[config.mk]
export PLATFORM = sky130hd
export DESIGN_NAME = apb_master_bridge
export DESIGN_NICKNAME = d
export VERILOG_FILES = /design/src/rtl/apb_master_bridge.sv
export SDC_FILE = /design/constraint.sdc
export NUM_CORES = 1
export LEC_CHECK = 0
export BUFFER_PORTS_ARGS = -buffer_cell sky130_fd_sc_hd__buf_2
export CORE_UTILIZATION = 24
export CTS_CLUSTER_SIZE = 20
export DETAILED_ROUTE_END_ITERATION = 10
export RECOVER_POWER = 25
export SETUP_SLACK_MARGIN = 0.3
export SYNTH_ARGS = -nofsm -noshare
export SYNTH_HDL_FRONTEND = slang
export SYNTH_SLANG_ARGS = --single-unit
[constraint.sdc]
create_clock -name clk -period 4.03 [get_ports clk]
set_clock_uncertainty 0.1 [all_clocks]
set_input_delay 0 -clock clk [delete_from_list [all_inputs] [get_ports clk]]
set_output_delay 0 -clock clk [all_outputs]
set_load 0.01 [all_outputs]
[src/rtl/apb_master_bridge.sv]
// Single-outstanding APB3/APB4 requester: a valid/ready request channel in,
// SETUP/ACCESS phases out, and read data / error status on a valid/ready response channel.
module apb_master_bridge #(
    parameter int REGWIDTH     = 32,
    parameter int G_ADDR_WIDTH = 7,
    parameter int TIMEOUT      = 16
) (
    input  logic                    clk,
    input  logic                    rst,
    input  logic                    req_valid,
    output logic                    req_ready,
    input  logic                    req_write,
    input  logic [G_ADDR_WIDTH-1:0] req_addr,
    input  logic [REGWIDTH-1:0]     req_wdata,
    input  logic [REGWIDTH/8-1:0]   req_strb,
    input  logic [2:0]              req_prot,
    output logic                    rsp_valid,
    input  logic                    rsp_ready,
    output logic [REGWIDTH-1:0]     rsp_rdata,
    output logic                    rsp_slverr,
    output logic                    rsp_timeout,
    output logic                    m_apb_psel,
    output logic                    m_apb_penable,
    output logic                    m_apb_pwrite,
    output logic [2:0]              m_apb_pprot,
    output logic [G_ADDR_WIDTH-1:0] m_apb_paddr,
    output logic [REGWIDTH-1:0]     m_apb_pwdata,
    output logic [REGWIDTH/8-1:0]   m_apb_pstrb,
    input  logic                    m_apb_pready,
    input  logic [REGWIDTH-1:0]     m_apb_prdata,
    input  logic                    m_apb_pslverr
);

    // state  | meaning
    // IDLE   | req_ready high, waiting for a request
    // SETUP  | psel high, penable low, APB fields driven from captured request
    // ACCESS | psel and penable high, waiting for pready or the timeout
    // RESP   | rsp_valid high, response held until rsp_ready

    localparam int SW = REGWIDTH / 8;
    localparam int CW = (TIMEOUT > 0) ? $clog2(TIMEOUT + 1) : 1;
    localparam logic [CW-1:0] CNT_MAX = '1;
    localparam logic [CW-1:0] TO_VAL  = CW'(TIMEOUT);

    typedef enum logic [1:0] {
        ST_IDLE,
        ST_SETUP,
        ST_ACCESS,
        ST_RESP
    } state_t;

    state_t        state;
    state_t        state_nxt;
    logic [CW-1:0] wait_cnt;
    logic          timeout_hit;

    assign timeout_hit = (TIMEOUT > 0) && (wait_cnt == TO_VAL);

    always_ff @(posedge clk or negedge rst) begin
        if (!rst) begin
            state <= ST_IDLE;
        end else begin
            state <= state_nxt;
        end
    end

    always_comb begin
        state_nxt = state;
        unique case (state)
            ST_IDLE:   if (req_valid) state_nxt = ST_SETUP;
            ST_SETUP:  state_nxt = ST_ACCESS;
            ST_ACCESS: if (m_apb_pready || timeout_hit) state_nxt = ST_RESP;
            ST_RESP:   if (rsp_ready) state_nxt = ST_IDLE;
            default:   state_nxt = ST_IDLE;
        endcase
    end

    // Handshake/phase flags are registered from the next state so that every
    // output is a flop and all of them read 0 while reset is held.
    always_ff @(posedge clk or negedge rst) begin
        if (!rst) begin
            req_ready     <= 1'b0;
            m_apb_psel    <= 1'b0;
            m_apb_penable <= 1'b0;
            rsp_valid     <= 1'b0;
        end else begin
            req_ready     <= (state_nxt == ST_IDLE);
            m_apb_psel    <= (state_nxt == ST_SETUP) || (state_nxt == ST_ACCESS);
            m_apb_penable <= (state_nxt == ST_ACCESS);
            rsp_valid     <= (state_nxt == ST_RESP);
        end
    end

    always_ff @(posedge clk or negedge rst) begin
        if (!rst) begin
            m_apb_pwrite <= 1'b0;
            m_apb_pprot  <= '0;
            m_apb_paddr  <= '0;
            m_apb_pwdata <= '0;
            m_apb_pstrb  <= '0;
        end else if (state == ST_IDLE && req_valid) begin
            m_apb_pwrite <= req_write;
            m_apb_pprot  <= req_prot;
            m_apb_paddr  <= req_addr;
            m_apb_pwdata <= req_wdata;
            m_apb_pstrb  <= req_write ? req_strb : {SW{1'b0}};
        end
    end

    always_ff @(posedge clk or negedge rst) begin
        if (!rst) begin
            wait_cnt <= '0;
        end else if (state != ST_ACCESS) begin
            wait_cnt <= '0;
        end else if (!m_apb_pready && wait_cnt != CNT_MAX) begin
            wait_cnt <= wait_cnt + 1'b1;
        end
    end

    // pready is tested first so a completion on the timeout edge is a normal one.
    always_ff @(posedge clk or negedge rst) begin
        if (!rst) begin
            rsp_rdata   <= '0;
            rsp_slverr  <= 1'b0;
            rsp_timeout <= 1'b0;
        end else if (state == ST_ACCESS) begin
            if (m_apb_pready) begin
                rsp_rdata   <= m_apb_pwrite ? '0 : m_apb_prdata;
                rsp_slverr  <= m_apb_pslverr;
                rsp_timeout <= 1'b0;
            end else if (timeout_hit) begin
                rsp_rdata   <= '0;
                rsp_slverr  <= 1'b1;
                rsp_timeout <= 1'b1;
            end
        end
    end

endmodule

==> summary.txt <==
Status
  • Status: finished, final reports clean

STA
  • Slew at the pin closest to its max-slew limit: 1.161 ns
  • Relative slew slack: 22.62%
  • Fin. Hold Viols: 0
  • Fmax: 0.4141 GHz
  • Max Slew Vio Count: 0
  • RSZ-0062 raised after global routing: false
  • Setup_tns: 0 ns
  • Fin crit share: 59.92%
  • Final worst slack: 1.615 ns
  • Final setup vio count: 0
  • Final min period: 2.415 ns

Global route
  • GRT Total Usage: 12.99%
  • GRT Residual Overflow: 0
  • Vias in the first global route: 3491
  • Initial antenna violation count: 0
  • First-pass GRT wire length: 16.58 mm
  • Pin count of the biggest net entering global routing: just under 70

Logic synthesis
  • FF+latch count, synth: 92
  • Netlist cell types: 32
  • Post-synthesis sequential area ratio: 60.13%
  • Syn Area/Cell: 12.64 µm²
  • Synth Flop Type: dfrtp_1
  • Synthesis warning total: 0
  • Number of synthesized flops with an enable pin: 0
  • Synthesized area: 3829 µm²
  • Cells after synthesis: 303
  • Net Count, Synth: around 390
  • Async set or reset register ratio after synthesis: 100.0%

Routing
  • DRC viols: 0
  • Routed WL: 10.21 mm
  • TritonRoute pass-1 iters: 4
  • Vias per cell: 4.197
  • Per-cell routed wire length: 13.25 µm
  • 1st-iter DRT viols: 92
  • Vias: between 3000 and 4000
  • Antenna-violating nets left: 0

Finish
  • Nets@finish: 645
  • ANT cells: 0
  • Proportion of layout cells with a drive suffix above 1: 38.46%
  • Area delta synth->final: 55.56%
  • Fin util: between 30 and 40%

Placement
  • I/O Buffers: 169
  • HPWL after DPL: 6.340 mm
  • Global placement routability congestion: ~0.7
  • Setup WS pre-CTS: 1.741 ns

Floorplan
  • Initial core utilization: 24.91%
  • # rows: 45
  • Number of I/O pins: 170
  • Core area: 15370 µm²
  • Die extent in y: between 100 and 150 µm
  • Die width: 128.3 µm
  • Die area: 16460 µm²

Power and ir drop
  • Clk network pwr share: 21.6%
  • Pwr dens: 653.5 nW/µm²
  • Pint: about 0.0025 W
  • Sw Share: around 35%
  • P_leak: 2.880 nW
  • Reg power frac: 42.0%
  • Switching Power: between 0.001 and 0.0015 W
  • Combinational Power Share: 36.3%
  • Worst VDD drop: 410.4 µV

Clock tree
  • Setup bufs post-CTS: 0
  • CTS max path bufs: 2
  • Clk sink count: around 90
  • TritonCTS clock tree: built
  • Cts bufs inserted: 9
  • Post-CTS Resized: 0
  • Htree depth: 3
  • Clk slew on worst S/H paths: 0.06 ns
  • Clock latency on the worst-skew pair: 0.34 ns
  • CTS Root Cell: clkbuf_16

Setup path
  • Setup crit end kind: flip-flop
  • Worst EP required: 4.18 ns
  • Critical path fanouts, max: 49
  • Startpoint Class: flip-flop
  • Worst path arrival time: 2.56 ns
  • Worst Setup Path Type: reg2reg
  • R2R depth: 5

Flow run
  • Max-Cap Viols: 0

Min path
  • Worst hold stages: 3
  • Hold Crit Class: in2reg
==> metrics by stage <==
| step | std cells | hold WS (ns) | power [W] | instance area (µm²) |
|---|---|---|---|---|
| detailed placement | 668 | -0.03643 | 0.003030 | 4822 |
| CTS | 770 | 0.06868 | 0.003970 | 5979 |
| floorplan | 303 | -0.3956 | 0.002446 | 3829 |
| finish | 770 | 0.08280 | 0.003892 | 5956 |
| global route | 770 | 0.07529 | 0.004180 | 5956 |
| global placement | 668 | -0.04569 | 0.002973 | 4822 |
==> what timing repair did <==
action	CTS	global route
hold buffers	86	0
endpoints found under the setup margin	0	0
hold endpoints to repair	132	0
==> cell usage after synthesis, types with 3 or more instances <==
library cell,n,share of area [%]
o32ai_1,30,6.9
clkbuf_8,3,1.1
buf_2,10,1.3
ha_1,6,2.0
inv_1,39,3.8
nor2_1,3,0.29
mux2_1,3,0.88
dfrtp_1,92,60
buf_6,3,0.88
nand2_1,37,3.6
o21ai_0,7,0.91
a21oi_1,4,0.52
mux2_2,40,12
nand3_1,6,0.78
==> power groups by stage <==
| stage | sequential (W) | clock [W] | combinational, W |
|---|---|---|---|
| 3_5_place_dp | 0.00164 | 0 | 0.00139 |
| 3_3_place_gp | 0.00162 | 0 | 0.00135 |
| 5_1_grt | 0.00170 | 0.000916 | 0.00156 |
| 6_report | 0.00164 | 0.000841 | 0.00141 |
| 2_1_floorplan | 0.00178 | 0 | 0.000664 |
| 4_1_cts | 0.00164 | 0.000882 | 0.00145 |
==> flip-flops by register name (all words and copies together) (netlist names), 2 cells and up <==
name          cells
state             2
wait_cnt          5
m_apb_pprot       3
rsp_rdata        32
m_apb_paddr       7
m_apb_pwdata     32
m_apb_pstrb       4
==> per-layer routing <==
layer  vias to the layer above  share of wire [%]  track usage, %  wire length (µm)
li1                       1542                  -               -                 -
met1                      1559                 40           13.71              4054
met2                       114                 52           23.94              5308
met3                        17                5.9           3.923               600
met4                         0                2.4           5.329               241
met5                         -                  0               0                 0
==> logic make-up (layout without fill, tap and decap cells) <==
kind of cell,after synthesis,after routing,synth area share (%)
adder cells (fa/ha/maj),6,6,1.961
multiplexers,43,43,12.65
flip-flops,92,92,60.13
XOR/XNOR,2,2,0.4576
AND/OR/NAND/NOR,57,57,7.484
buffers and inverters,58,314,7.712
AO/OA/AOI/OAI,45,45,9.608
==> final cells by class <==
cell class | instances | area [µm²]
inverters | 39 | 146.4
clock buffers | 13 | 250.2
fillers | 1478 | 9415
repair buffers | 259 | 1715
flip-flops and latches | 92 | 2302
well taps | 211 | 264.0
multi-input cells | 153 | 1231
clock inverters | 3 | 46.29
==> cells in the final DEF, fill, tap and decap left out, types with 3 or more instances in the layout <==
cell | netlist | layout
inv_1 | 39 | 39
o32ai_1 | 30 | 30
buf_2 | 10 | 149
ha_1 | 6 | 6
mux2_2 | 40 | 40
mux2_1 | 3 | 3
a21oi_1 | 4 | 4
dfrtp_1 | 92 | 92
clkbuf_1 | 1 | 22
dlygate4sd3_1 | 0 | 86
nand3_1 | 6 | 6
buf_4 | 0 | 5
nor2_1 | 3 | 3
clkbuf_16 | 0 | 9
o21ai_0 | 7 | 7
nand2_1 | 37 | 37
==> worst max-delay path, cell delays in order, from the launching register on <==
cell and delay [ns]:
dfrtp_1 0.47, nor3b_4 0.35, buf_4 0.56, nand3_1 0.15, dlygate4sd3_1 0.59, o21ai_0 0.08
==> final timing paths <==
kind,startpoint,end,slack (ns)
max,state[1],m_apb_pstrb[1],1.62
min,req_valid,m_apb_pwdata[19],0.08
min reg2reg,m_apb_pwdata[11],m_apb_pwdata[11],0.39
min in group asynchronous,rst,m_apb_pwdata[21],0.12
max reg2reg,state[1],m_apb_pstrb[1],1.62
max in group asynchronous,rst,m_apb_pwdata[7],2.71
Power figures use the tool's default switching activity.
